<file path="src/rtl/ltssm_pkg.sv">
// Shared LTSSM substate encoding, LPIF status codes and PIPE width helpers.
// Pure declarations: no latency, no flow control.
package ltssm_pkg;

    typedef enum logic [3:0] {
        DETECT_QUIET        = 4'd0,
        DETECT_ACTIVE       = 4'd1,
        POLLING_ACTIVE      = 4'd2,
        POLLING_CONFIG      = 4'd3,
        CFG_LINKWIDTH_START = 4'd4,
        CFG_LINKWIDTH_ACCEPT= 4'd5,
        CFG_LANENUM_WAIT    = 4'd6,
        CFG_LANENUM_ACCEPT  = 4'd7,
        CFG_COMPLETE        = 4'd8,
        CFG_IDLE            = 4'd9,
        L0                  = 4'd10,
        REC_RCVRLOCK        = 4'd11,
        REC_RCVRCFG         = 4'd12,
        REC_SPEED           = 4'd13,
        REC_IDLE            = 4'd14,
        RESERVED            = 4'd15
    } substate_e;

    localparam logic [3:0] LPIF_RESET   = 4'd0;
    localparam logic [3:0] LPIF_ACTIVE  = 4'd1;
    localparam logic [3:0] LPIF_RETRAIN = 4'd2;

    function automatic logic [1:0] widthCode(input int pipeWidth);
        case (pipeWidth)
            16:      widthCode = 2'd1;
            32:      widthCode = 2'd2;
            default: widthCode = 2'd0;
        endcase
    endfunction

    // The reserved code is never entered; it falls back to DETECT_QUIET.
    function automatic substate_e toSubstate(input logic [3:0] code);
        toSubstate = (code == 4'd15) ? DETECT_QUIET : substate_e'(code);
    endfunction

    function automatic logic [2:0] highestGen(input logic [7:0] rateId);
        highestGen = 3'd1;
        for (int g = 1; g <= 5; g++) begin
            if (rateId[g]) highestGen = 3'(g);
        end
    endfunction

endpackage

</file>
<file path="src/rtl/ltssm_link_regs.sv">
// Negotiated link parameter registers with port-type link-number echo; clear wins over writes.
// Latency: loads 1 cycle after strobe; no backpressure.
module ltssm_link_regs
    import ltssm_pkg::*;
#(
    parameter int DEVICETYPE = 0
) (
    input  logic       clk,
    input  logic       reset,
    input  logic       clear,
    input  logic [4:0] numberOfDetectedLanesIn,
    input  logic       writeNumberOfDetectedLanes,
    input  logic [7:0] rateIdIn,
    input  logic       writeRateId,
    input  logic       upConfigureCapabilityIn,
    input  logic       writeUpconfigureCapability,
    input  logic [7:0] linkNumberInTx,
    input  logic       writeLinkNumberTx,
    input  logic [7:0] linkNumberInRx,
    input  logic       writeLinkNumberRx,
    output logic [4:0] numberOfDetectedLanesOut,
    output logic [7:0] rateIdOut,
    output logic       upConfigureCapabilityOut,
    output logic [7:0] linkNumberOutTx,
    output logic [7:0] linkNumberOutRx
);

    always_ff @(posedge clk or negedge reset) begin
        if (!reset) begin
            numberOfDetectedLanesOut <= '0;
            rateIdOut                <= '0;
            upConfigureCapabilityOut <= 1'b0;
            linkNumberOutTx          <= 8'h00;
            linkNumberOutRx          <= 8'h00;
        end else if (clear) begin
            numberOfDetectedLanesOut <= '0;
            rateIdOut                <= '0;
            upConfigureCapabilityOut <= 1'b0;
            linkNumberOutTx          <= 8'h00;
            linkNumberOutRx          <= 8'h00;
        end else begin
            if (writeNumberOfDetectedLanes) numberOfDetectedLanesOut <= numberOfDetectedLanesIn;
            if (writeRateId)                rateIdOut                <= rateIdIn;
            if (writeUpconfigureCapability) upConfigureCapabilityOut <= upConfigureCapabilityIn;
            // A direct write always beats the echo from the other direction.
            if (writeLinkNumberTx)
                linkNumberOutTx <= linkNumberInTx;
            else if (DEVICETYPE == 1 && writeLinkNumberRx)
                linkNumberOutTx <= linkNumberInRx;
            if (writeLinkNumberRx)
                linkNumberOutRx <= linkNumberInRx;
            else if (DEVICETYPE == 0 && writeLinkNumberTx)
                linkNumberOutRx <= linkNumberInTx;
        end
    end

endmodule

</file>
<file path="src/rtl/main_ltssm.sv">
// PCIe LTSSM sequencer: advances substates on TX/RX finish handshakes, holds link params. Optional SPEED_CHANGE_EN.
// Latency: new substate visible 1 cycle after the completing finish; no backpressure (pulses are sticky).
module main_ltssm
    import ltssm_pkg::*;
#(
    parameter int Width          = 32,
    parameter int DEVICETYPE     = 0,
    parameter int GEN1_PIPEWIDTH = 8,
    parameter int GEN2_PIPEWIDTH = 8,
    parameter int GEN3_PIPEWIDTH = 8,
    parameter int GEN4_PIPEWIDTH = 8,
    parameter int GEN5_PIPEWIDTH = 8
) (
    input  logic       clk,
    input  logic       reset,
    input  logic [3:0] lpifStateRequest,
    input  logic       forceDetect,
    input  logic       finishTx,
    input  logic       finishRx,
    input  logic [3:0] gotoTx,
    input  logic [3:0] gotoRx,
    input  logic [4:0] numberOfDetectedLanesIn,
    input  logic       writeNumberOfDetectedLanes,
    input  logic [7:0] rateIdIn,
    input  logic       writeRateId,
    input  logic       upConfigureCapabilityIn,
    input  logic       writeUpconfigureCapability,
    input  logic [7:0] linkNumberInTx,
    input  logic [7:0] linkNumberInRx,
    input  logic       writeLinkNumberTx,
    input  logic       writeLinkNumberRx,
    output logic [3:0] substateTx,
    output logic [3:0] substateRx,
    output logic [4:0] numberOfDetectedLanesOut,
    output logic [7:0] rateIdOut,
    output logic       upConfigureCapabilityOut,
    output logic [7:0] linkNumberOutTx,
    output logic [7:0] linkNumberOutRx,
    output logic       linkUp,
    output logic [3:0] lpifStateStatus,
    output logic [2:0] GEN,
    output logic [1:0] width
);

    localparam logic [1:0] WIDTH_GEN1 = widthCode(GEN1_PIPEWIDTH < Width ? GEN1_PIPEWIDTH : Width);
    localparam logic [1:0] WIDTH_GEN2 = widthCode(GEN2_PIPEWIDTH < Width ? GEN2_PIPEWIDTH : Width);
    localparam logic [1:0] WIDTH_GEN3 = widthCode(GEN3_PIPEWIDTH < Width ? GEN3_PIPEWIDTH : Width);
    localparam logic [1:0] WIDTH_GEN4 = widthCode(GEN4_PIPEWIDTH < Width ? GEN4_PIPEWIDTH : Width);
    localparam logic [1:0] WIDTH_GEN5 = widthCode(GEN5_PIPEWIDTH < Width ? GEN5_PIPEWIDTH : Width);

    substate_e  state, nextState;
    logic       advance;
    logic       doneTx, doneRx;
    logic [3:0] heldGotoTx, heldGotoRx;
    logic       txReady, rxReady;
    logic [3:0] effGotoTx, effGotoRx;
    logic       clearRegs;

    assign txReady   = doneTx | finishTx;
    assign rxReady   = doneRx | finishRx;
    assign effGotoTx = finishTx ? gotoTx : heldGotoTx;
    assign effGotoRx = finishRx ? gotoRx : heldGotoRx;

    always_comb begin
        nextState = state;
        advance   = 1'b0;
        if (forceDetect) begin
            nextState = DETECT_QUIET;
            advance   = 1'b1;
        end else if (state == L0) begin
            if (lpifStateRequest == LPIF_RETRAIN) begin
                nextState = REC_RCVRLOCK;
                advance   = 1'b1;
            end else if (finishRx) begin
                nextState = toSubstate(gotoRx);
                advance   = 1'b1;
            end
        end else if (state == DETECT_QUIET || state == DETECT_ACTIVE) begin
            if (txReady) begin
                nextState = toSubstate(effGotoTx);
                advance   = 1'b1;
            end
        end else if (txReady && rxReady) begin
            // Disagreement between the two engines sends the link back to Detect.
            nextState = (effGotoTx == effGotoRx) ? toSubstate(effGotoTx) : DETECT_QUIET;
            advance   = 1'b1;
        end
    end

    always_ff @(posedge clk or negedge reset) begin
        if (!reset) begin
            state      <= DETECT_QUIET;
            doneTx     <= 1'b0;
            doneRx     <= 1'b0;
            heldGotoTx <= 4'd0;
            heldGotoRx <= 4'd0;
        end else begin
            state <= nextState;
            if (advance) begin
                doneTx <= 1'b0;
                doneRx <= 1'b0;
            end else begin
                if (finishTx) begin
                    doneTx     <= 1'b1;
                    heldGotoTx <= gotoTx;
                end
                if (finishRx) begin
                    doneRx     <= 1'b1;
                    heldGotoRx <= gotoRx;
                end
            end
        end
    end

    assign substateTx      = state;
    assign substateRx      = state;
    assign linkUp          = (state >= L0) && (state <= REC_IDLE);
    assign lpifStateStatus = (state == L0) ? LPIF_ACTIVE :
                             ((state >= REC_RCVRLOCK && state <= REC_IDLE) ? LPIF_RETRAIN : LPIF_RESET);
    assign clearRegs       = (nextState == DETECT_QUIET) && (state != DETECT_QUIET);

`ifdef SPEED_CHANGE_EN
    always_ff @(posedge clk or negedge reset) begin
        if (!reset)
            GEN <= 3'd1;
        else if (state == REC_SPEED && nextState != REC_SPEED)
            GEN <= highestGen(rateIdOut);
    end
`else
    assign GEN = 3'd1;
`endif

    always_comb begin
        case (GEN)
            3'd2:    width = WIDTH_GEN2;
            3'd3:    width = WIDTH_GEN3;
            3'd4:    width = WIDTH_GEN4;
            3'd5:    width = WIDTH_GEN5;
            default: width = WIDTH_GEN1;
        endcase
    end

    ltssm_link_regs #(.DEVICETYPE(DEVICETYPE)) uLinkRegs (
        .clk                        (clk),
        .reset                      (reset),
        .clear                      (clearRegs),
        .numberOfDetectedLanesIn    (numberOfDetectedLanesIn),
        .writeNumberOfDetectedLanes (writeNumberOfDetectedLanes),
        .rateIdIn                   (rateIdIn),
        .writeRateId                (writeRateId),
        .upConfigureCapabilityIn    (upConfigureCapabilityIn),
        .writeUpconfigureCapability (writeUpconfigureCapability),
        .linkNumberInTx             (linkNumberInTx),
        .writeLinkNumberTx          (writeLinkNumberTx),
        .linkNumberInRx             (linkNumberInRx),
        .writeLinkNumberRx          (writeLinkNumberRx),
        .numberOfDetectedLanesOut   (numberOfDetectedLanesOut),
        .rateIdOut                  (rateIdOut),
        .upConfigureCapabilityOut   (upConfigureCapabilityOut),
        .linkNumberOutTx            (linkNumberOutTx),
        .linkNumberOutRx            (linkNumberOutRx)
    );

endmodule

</file>
<file path="config.mk">
export PLATFORM = sky130hd
export DESIGN_NAME = main_ltssm
export DESIGN_NICKNAME = d
export VERILOG_FILES = /design/src/rtl/ltssm_pkg.sv /design/src/rtl/ltssm_link_regs.sv /design/src/rtl/main_ltssm.sv
export SDC_FILE = /design/constraint.sdc
export NUM_CORES = 1
export LEC_CHECK = 0
export ABC_AREA = 1
export CORE_ASPECT_RATIO = 1.25
export CORE_MARGIN = 3
export CORE_UTILIZATION = 40
export DETAILED_ROUTE_END_ITERATION = 10
export GPL_ROUTABILITY_DRIVEN = 1
export GPL_TIMING_DRIVEN = 0
export HOLD_SLACK_MARGIN = 0.06
export PLACE_DENSITY = 0.74
export SLEW_MARGIN = 10
export SYNTH_ARGS = -nofsm -noshare
export SYNTH_HDL_FRONTEND = slang
export SYNTH_SLANG_ARGS = --single-unit
</file>
<file path="constraint.sdc">
create_clock -name clk -period 2.2 [get_ports clk]
set_input_delay 0.33 -clock clk [delete_from_list [all_inputs] [get_ports clk]]
set_output_delay 0.33 -clock clk [all_outputs]
set_load 0.02 [all_outputs]
</file>
==> results of run 1 <==
[flip-flops by register name, indices dropped and copies added (netlist names)]
name                                cells
uLinkRegs.rateIdOut                     8
uLinkRegs.linkNumberOutTx               8
uLinkRegs.upConfigureCapabilityOut      1
heldGotoRx                              4
substateRx                              4
uLinkRegs.numberOfDetectedLanesOut      5
doneRx                                  1
doneTx                                  1
heldGotoTx                              4
uLinkRegs.linkNumberOutRx               8
[routing by layer]
| metal | global-route usage, % | vias to the layer above |
|---|---|---|
| met5 | 0 | - |
| met4 | 6.71 | 0 |
| met3 | 4.08 | 14 |
| met2 | 32.1 | 83 |
| met1 | 20.0 | 1088 |
| li1 | - | 1213 |
[through the flow]
| stage | power, W | worst slack, ns | hold WS (ns) | instances | setup TNS [ns] |
|---|---|---|---|---|---|
| detailed placement | 0.00369 | -0.184 | 0.257 | 501 | -5.97 |
| global route | 0.00467 | 0.00973 | 0.375 | 512 | 0 |
| floorplan | 0.00275 | 0.282 | 0.0344 | 328 | 0 |
| global placement | 0.00363 | -0.392 | 0.460 | 500 | -21.66 |
| CTS | 0.00431 | 0.00609 | 0.364 | 510 | 0 |
| finish | 0.00437 | 0.129 | 0.365 | 512 | 0 |
[power by group through the flow]
stage | registers, W | clock network (W) | logic [W]
final | 0.00135 | 0.000604 | 0.00242
after global routing | 0.00140 | 0.000655 | 0.00262
after CTS | 0.00135 | 0.000631 | 0.00233
after detailed placement | 0.00137 | 0 | 0.00232
after global placement | 0.00135 | 0 | 0.00228
after floorplan | 0.00168 | 0 | 0.00107
[kinds of logic after synthesis]
family | Yosys count | share of synthesized area, %
compound gates | 43 | 11.6
buf+inv | 53 | 10.8
flops | 44 | 42.1
mux | 14 | 5.35
other cells | 2 | 0.287
simple gates | 167 | 29.9
[worst register-to-register path: stages, from the launching register on]
cell	delay, ns
dfrtp_2	0.46
inv_1	0.08
nand3_1	0.10
nor2_4	0.17
nand2_1	0.13
a221oi_1	0.24
nor2_1	0.06
nand2_1	0.10
nand2_2	0.07
nor2_4	0.22
buf_6	0.20
nor2_2	0.05
[how the worst max path moves through the flow]
stage,endpoint,slack [ns],cells past startpoint
after floorplan,uLinkRegs.linkNumberOutRx[0],0.28,11
after global placement,uLinkRegs.rateIdOut[2],-0.39,1
after detailed placement,uLinkRegs.linkNumberOutRx[1],-0.18,17
after CTS,lpifStateStatus[1],0.006,4
after global routing,linkUp,0.01,3
final,lpifStateStatus[0],0.13,4
[layout by cell type, fill, tap and decap left out, types with 2 or more instances in the layout]
cell and instances:
a21oi_1 6, a221oi_1 9, nand2_4 2, mux2i_1 14
clkbuf_1 4, dlymetal6s2s_1 2, buf_8 2, nand2_1 79
nor2_4 5, o21ai_0 8, dfrtp_1 41, inv_1 26
buf_2 2, dfrtp_2 3, conb_1 7, o21ai_1 2
buf_4 11, nor2_1 31, o21ai_2 2, nand2_2 9
nand3_1 6, inv_2 3, buf_1 2, nor2_2 32
a21boi_0 8, clkbuf_8 5, clkdlybuf4s50_1 84, buf_6 3
o22ai_1 2, o21a_1 2
[area by class of cell]
cell class,instances,area (sq um)
clock buffer,6,72.6
buffer,22,170
fill,576,2440
timing repair buffer,91,931
inverter,31,121
multi-input combinational,231,1270
tap,85,106
clock inverter,2,35.0
sequential,44,1100
[repair_timing]
item,4_1_cts,5_1_grt
setup buffers,0,0
hold endpoints to repair,13,0
endpoints found under the setup margin,0,40
resized for setup,0,17
hold buffers,1,0
==> flow_metrics.env, run 1 <==
export IMPL_root_buffer="clkbuf_8"
export IMPL_avgSynthCellArea_sq_um=8.10
export IMPL_yosysWarnings=0
export IMPL_seq_area_frac_synth_pct=42.1
export IMPL_tightest_slew_ns=0.611
export IMPL_die_area_sq_mm=0.00756
export IMPL_setup_violations=0
export IMPL_wl_met2_um=3240
export IMPL_ys_types=32
export IMPL_critPathMaxFanout=7
export IMPL_r2r_start="substateRx[2]"
export IMPL_synthArstFlopShare_pct=100
export IMPL_first_pass_iters=5
export IMPL_crit_chain="inv_1 > nand3_1 > nor2_4 > clkdlybuf4s50_1"
export IMPL_cp_slowest_stage_delay_ns=0.64
export IMPL_place_area_sq_mm=0.00363
export IMPL_place_congestion=0.932
export IMPL_utilization_pct=61.0
export IMPL_synth_cells=323
export IMPL_nets=478
export IMPL_grt_max_degree=32
export IMPL_cp_arrival_ns=1.74
export IMPL_dp_hpwl_um=5220
export IMPL_ys_flop_type="dfrtp_1"
export IMPL_cp_startpoint="substateRx[2]"
export IMPL_ant_nets=0
export IMPL_hold_class="in2reg"
export IMPL_ir_worst_vdd_uv=482
export IMPL_hold_end="doneTx"
export IMPL_die_w_um=78.4
export IMPL_drive_gt1_share_pct=20.4
export IMPL_p_switching_w=0.00178
export IMPL_vias=2398
export IMPL_seq_power_share_pct=30.9
export IMPL_clk_pin_slew_worst_paths_ns=0.08
export IMPL_maxSlewHeadroom_pct=59.2
export IMPL_outcome="complete, no violations"
export IMPL_rsz0062_at_grt="false"
export IMPL_synthesis_area_sq_mm=0.00262
export IMPL_endpoint_kind="output port"
export IMPL_holdPathStages=3
export IMPL_cp_slowest_cell="clkdlybuf4s50_1"
export IMPL_htreeDepth=2
export IMPL_powerDensity_mw_per_mm2=1150
export IMPL_skew_ns=0.00463
export IMPL_viasPerCell=4.68
export IMPL_slew_violations=0
export IMPL_grt_pass1_vias=2313
export IMPL_reg2reg_depth=11
export IMPL_p_leak_nw=1.82
export IMPL_wl_per_cell_um=12.7
export IMPL_crit_required_ns=1.87
export IMPL_switching_share_pct=40.7
export IMPL_io_pins=100
export IMPL_rows=32
export IMPL_p_clk_share_pct=13.8
export IMPL_port_buffers=87
export IMPL_r2r_slack_ns=0.21
export IMPL_wl_met1_um=2720
export IMPL_drt_iter0_markers=100
export IMPL_combPwrFrac_pct=55.3
export IMPL_grt_overflow_total=0
export IMPL_die_height_um=96.4
export IMPL_clockBufferDepth=2
export IMPL_coreArea_sq_mm=0.00625
export IMPL_fmax_mhz=483
export IMPL_grt_first_pass_wirelength_um=10500
export IMPL_fin_area_sq_mm=0.00381
export IMPL_highest_layer="met4"
export IMPL_worstHoldStart="finishTx"
export IMPL_cell_internal_pwr_w=0.00259
export IMPL_fin_crit_sh_pct=94.1
export IMPL_cp_top_family="buffers and inverters"
export IMPL_synthDominantCellAreaShare_pct=42.1
export IMPL_period_needed_ns=2.07
export IMPL_synth_edf_count=0
export IMPL_cts_buffers=5
export IMPL_drt_wl_total_um=6510
export IMPL_drc_errors=0
export IMPL_timing_rr_end="uLinkRegs.linkNumberOutRx[6]"
export IMPL_synth_area_leaders="dfrtp_1 (42%), nand2_1 (12%), nor2_2 (7.4%)"
export IMPL_route_met3_wl_um=433
export IMPL_synth_seq_cells=44
export IMPL_clkLatencyLatePin_ns=0.29
export IMPL_yosysMostFrequentCell="nand2_1"
export IMPL_drv_cap=0
export IMPL_area_growth_pct=45.5
export IMPL_criticalPathCategory="reg2out"
export IMPL_clock_sinks=44
export IMPL_grt_antenna_before_repair=0
export IMPL_grt_usage_pct=17.6
export IMPL_synth_common_cells="nand2_1 (81), dfrtp_1 (44), nor2_1 (33)"
export IMPL_cp_buffers_inverters=2
export IMPL_antenna_cells=0
export IMPL_final_hold_viol_count=0
export IMPL_cts_tree="done"
export IMPL_initial_core_util_pct=41.9
export IMPL_start_kind="register"
export IMPL_yosys_area_top_type="dfrtp_1"
(Power assumes the default switching activity.)
==> run 2: changes to the inputs <==
- RECOVER_POWER: default -> 25
==> run 2 against run 1 <==
Effect of this change:
- routed wire length barely moved
- critical path depth did not move
- clock skew hardly changed
- sequential share of layout area increased by 0.12 points
- count of clock-buffer cells in the layout did not move
- global-route usage stayed put
- first-iteration DRC count fell by 2.0%
- die area is the same
- setup slack hardly changed
- critical path type unchanged
- critical endpoint unchanged
- highest routed layer unchanged
==> flow_metrics.env, run 2 (same netlist as run 1, synthesis figures left out) <==
export IMPL_tns_ns=0
export IMPL_highest_layer="met4"
export IMPL_grt_overflow_total=0
export IMPL_grt_usage_pct=17.6
export IMPL_fin_crit_sh_pct=94.1
export IMPL_drv_cap=0
export IMPL_period_needed_ns=2.07
export IMPL_coreArea_sq_mm=0.00625
export IMPL_reg_top3="uLinkRegs.linkNumberOutRx x8, uLinkRegs.linkNumberOutTx x8, uLinkRegs.rateIdOut x8"
export IMPL_start_kind="register"
export IMPL_die_area_sq_mm=0.00756
export IMPL_grt_first_pass_wirelength_um=10500
export IMPL_slew_violations=0
export IMPL_final_hold_viol_count=0
export IMPL_fin_area_sq_mm=0.00379
export IMPL_die_w_um=78.4
export IMPL_initial_core_util_pct=41.9
export IMPL_drt_iter0_markers=98
export IMPL_clkLatencyLatePin_ns=0.29
export IMPL_final_cell_mix="clkdlybuf4s50_1 (84), nand2_1 (79), dfrtp_1 (41)"
export IMPL_port_buffers=87
export IMPL_skew_ns=0.00462
export IMPL_antenna_cells=0
export IMPL_cts_setup_buffers=0
export IMPL_cts_buffers=5
export IMPL_ant_nets=0
export IMPL_place_area_sq_mm=0.00363
export IMPL_drc_errors=0
export IMPL_powerDensity_mw_per_mm2=1150
export IMPL_power_w=0.00437
export IMPL_cp_arrival_ns=1.74
export IMPL_nets=478
export IMPL_ir_worst_vdd_uv=482
export IMPL_grt_pass1_vias=2313
export IMPL_tightest_slew_ns=0.791
export IMPL_setup_violations=0
export IMPL_endpoint_kind="output port"
export IMPL_htreeDepth=2
export IMPL_io_pins=100
export IMPL_fmax_mhz=483
export IMPL_root_buffer="clkbuf_8"
export IMPL_mostFrequentLayoutCell="clkdlybuf4s50_1"
export IMPL_die_height_um=96.4
export IMPL_area_growth_pct=44.9
export IMPL_critPathMaxFanout=7
export IMPL_clk_pin_slew_worst_paths_ns=0.08
export IMPL_drt_wl_total_um=6520
export IMPL_maxSlewHeadroom_pct=47.3
export IMPL_wl_met2_um=3250
export IMPL_first_pass_iters=5
export IMPL_rsz0062_at_grt="false"
export IMPL_clock_sinks=44
export IMPL_rows=32
export IMPL_cts_tree="done"
export IMPL_wl_per_cell_um=12.7
export IMPL_clockBufferDepth=2
export IMPL_viasPerCell=4.68
export IMPL_vias=2398
export IMPL_p_leak_nw=1.82
export IMPL_drive_gt1_share_pct=20.1
export IMPL_crit_required_ns=1.87
export IMPL_outcome="complete, no violations"
export IMPL_wl_met1_um=2700
export IMPL_grt_max_degree=32
export IMPL_hold_class="in2reg"
export IMPL_dp_hpwl_um=5220
export IMPL_criticalPathCategory="reg2out"
export IMPL_grt_antenna_before_repair=0
export IMPL_route_met3_wl_um=453
export IMPL_timing_hold_ws_ns=0.365
export IMPL_place_congestion=0.932
[run 2: worst max-delay path, cell delays in order (launching register included)]
cell             delay (ns)
dfrtp_2                0.46
inv_1                  0.08
nand3_1                0.10
nor2_4                 0.17
clkdlybuf4s50_1        0.64
[run 2: worst paths after layout]
| path | endpoint | slack, ns | cells after the start | from |
|---|---|---|---|---|
| max | lpifStateStatus[0] | 0.13 | 4 | substateRx[2] |
| min | doneTx | 0.36 | 3 | finishTx |
| max reg2reg | uLinkRegs.linkNumberOutRx[6] | 0.21 | 11 | substateRx[2] |
| min reg2reg | heldGotoRx[0] | 0.49 | 2 | heldGotoRx[0] |
| max in group asynchronous | uLinkRegs.rateIdOut[2] | 0.30 | 3 | reset |
| min in group asynchronous | uLinkRegs.linkNumberOutRx[3] | 0.65 | 2 | reset |
[run 2: per-layer routing]
layer  vias up  global-route usage [%]
li1       1213                       -
met3        14                    4.08
met1      1086                    20.0
met2        85                    32.1
met4         0                    6.71
met5         -                       0
[run 2: power by group]
part / internal (W) / switching (W)
clock: 0.000337 / 0.000267
sequential: 0.00115 / 0.000203
combinational: 0.00110 / 0.00131
total: 0.00259 / 0.00178
[run 2: timing repair]
action | CTS | global route
gates resized for setup | 0 | 17
endpoints found under the hold margin | 13 | 0
hold buffers | 1 | 0
endpoints found under the setup margin | 0 | 40
[run 2: layout make-up]
class,instances,area [sq um]
inverter,31,121
sequential,44,1100
tap,85,106
multi-input combinational,231,1270
clock buffer,6,72.6
clock inverter,2,35.0
timing repair buffer,91,915
fill,579,2450
buffer,22,170
[run 2: stage by stage]
stage	util (%)	setup slack [ns]	instances
2_1_floorplan	-	0.282	328
3_3_place_gp	57.9	-0.392	500
3_5_place_dp	58.1	-0.184	501
4_1_cts	60.0	0.00609	510
5_1_grt	60.7	0.00973	512
6_report	60.7	0.129	512
==> run 3: changes to the inputs <==
- SETUP_SLACK_MARGIN: default -> 0.4
==> run 3 against run 2 <==
Effect of this change:
- clock skew up 0.00062 ns
- largest cell class unchanged
- sequential share of layout area down 1.5 points
- sequential power about the same
==> flow_metrics.env, run 3 (same netlist as run 1, synthesis figures left out) <==
export IMPL_outcome="complete, no violations"
export IMPL_place_area_sq_mm=0.00365
export IMPL_grt_first_pass_wirelength_um=11000
export IMPL_start_kind="input port"
export IMPL_ant_nets=0
export IMPL_cp_slowest_cell="dlygate4sd2_1"
export IMPL_hold_class="in2reg"
export IMPL_vias=2429
export IMPL_die_w_um=78.4
export IMPL_ir_worst_vdd_uv=515
export IMPL_final_cell_mix="clkdlybuf4s50_1 (70), nand2_1 (65), dfrtp_1 (40)"
export IMPL_fin_area_sq_mm=0.00401
export IMPL_slew_violations=0
export IMPL_clockBufferDepth=2
export IMPL_final_hold_viol_count=0
export IMPL_drt_wl_total_um=6840
export IMPL_setup_violations=0
export IMPL_initial_core_util_pct=41.9
export IMPL_root_buffer="clkbuf_8"
export IMPL_cts_buffers=5
export IMPL_cp_arrival_ns=2.07
export IMPL_drt_iter0_markers=90
export IMPL_utilization_pct=64.2
export IMPL_grt_overflow_total=0
export IMPL_cts_tree="done"
export IMPL_clock_sinks=44
export IMPL_drc_errors=0
export IMPL_cp_slowest_stage_delay_ns=0.26
export IMPL_skew_ns=0.00524
export IMPL_clk_pin_slew_worst_paths_ns=0.08
export IMPL_reg_top3="uLinkRegs.linkNumberOutRx x8, uLinkRegs.linkNumberOutTx x8, uLinkRegs.rateIdOut x8"
export IMPL_grt_pass1_vias=2352
export IMPL_endpoint_kind="register"
export IMPL_mostFrequentLayoutCell="clkdlybuf4s50_1"
export IMPL_p_leak_nw=1.98
export IMPL_wl_per_cell_um=13.0
export IMPL_period_needed_ns=1.90
export IMPL_viasPerCell=4.62
export IMPL_drive_gt1_share_pct=30.4
export IMPL_clkLatencyLatePin_ns=0.29
export IMPL_htreeDepth=2
export IMPL_final_setup_worst_slack_ns=0.305
export IMPL_post_place_ws_ns=-0.168
export IMPL_rows=32
export IMPL_timing_hold_ws_ns=0.381
export IMPL_crit_chain="dlygate4sd2_1 > buf_6 > nor2_1 > nor2_4 > nand2_1 > nand2_1 > nand2_1 > nor2_2 > nand2_1 > nand2_1 > nand2_1 > nand2_1 > nand2_2 > nand2_2 > nor2_4 > buf_6 > buf_8 > nor2_2"
export IMPL_grt_max_degree=32
export IMPL_drv_cap=0
export IMPL_coreArea_sq_mm=0.00625
export IMPL_nets=492
export IMPL_powerDensity_mw_per_mm2=1140
export IMPL_crit_required_ns=2.38
export IMPL_grt_antenna_before_repair=0
export IMPL_die_height_um=96.4
export IMPL_fin_crit_sh_pct=86.1
export IMPL_antenna_cells=0
export IMPL_grt_usage_pct=18.4
export IMPL_criticalPathCategory="in2reg"
export IMPL_crit_path_frequent_cell="nand2_1"
export IMPL_first_pass_iters=4
export IMPL_die_area_sq_mm=0.00756
export IMPL_critPathMaxFanout=9
export IMPL_tightest_slew_ns=0.870
export IMPL_area_growth_pct=53.2
export IMPL_port_buffers=87
export IMPL_io_pins=100
export IMPL_rsz0062_at_grt="true"
export IMPL_place_congestion=0.910
export IMPL_fmax_mhz=528
export IMPL_maxSlewHeadroom_pct=42.0
export IMPL_dp_hpwl_um=5050
==> run 3: cell type report <==
cell class / count / area (sq um)
Inverter: 31 / 121
Fill cell: 538 / 2240
Clock inverter: 2 / 35.0
Clock buffer: 6 / 72.6
Buffer: 22 / 174
Multi-Input combinational cell: 231 / 1350
Tap cell: 85 / 106
Timing Repair Buffer: 105 / 1040
Sequential cell: 44 / 1110
==> run 3: per-layer routing <==
metal  share of wire, %  global-route usage (%)  vias up
li1                   -                       -     1247
met1                 41                    21.0     1096
met2                 52                    34.4       81
met3                6.7                    3.90        5
met4                1.0                    5.83        0
met5                  0                       0        -
==> run 3: where the power goes <==
| part | internal [W] | switching [W] | leakage (nW) |
|---|---|---|---|
| clock | 0.000337 | 0.000271 | 0.0552 |
| combinational | 0.00124 | 0.00139 | 1.36 |
| sequential | 0.00115 | 0.000206 | 0.557 |
==> run 3: worst paths after layout <==
kind | from | cells past startpoint | end | slack [ns]
setup / recovery | finishRx | 18 | uLinkRegs.linkNumberOutRx[4] | 0.30
max in group asynchronous | reset | 3 | substateRx[0] | 0.86
hold reg to reg | heldGotoTx[1] | 2 | heldGotoTx[1] | 0.49
hold / removal | finishTx | 3 | doneTx | 0.38
min in group asynchronous | reset | 2 | substateRx[2] | 0.68
setup reg to reg | heldGotoTx[3] | 15 | uLinkRegs.linkNumberOutRx[4] | 0.31
==> run 3: critical path, delay by kind of cell <==
kind,cells,cell delay (ns)
simple gates,14,1.09
buf+inv,4,0.65
==> run 3: timing repair <==
item / CTS / global route
gates cloned: 1 / 0
pin swaps: 15 / 13
setup endpoints to repair: 46 / 45
endpoints found under the hold margin: 13 / 0
hold buffers: 1 / 0
resized for setup: 31 / 38
buffers inserted: 7 / 8
==> run 3: per-stage QoR <==
step / instances / power, W / TNS (ns)
after global placement: 500 / 0.00364 / -24.72
after detailed placement: 501 / 0.00368 / -5.72
after floorplan: 328 / 0.00276 / 0
after global routing: 526 / 0.00490 / 0
after CTS: 518 / 0.00453 / 0
final: 526 / 0.00459 / 0
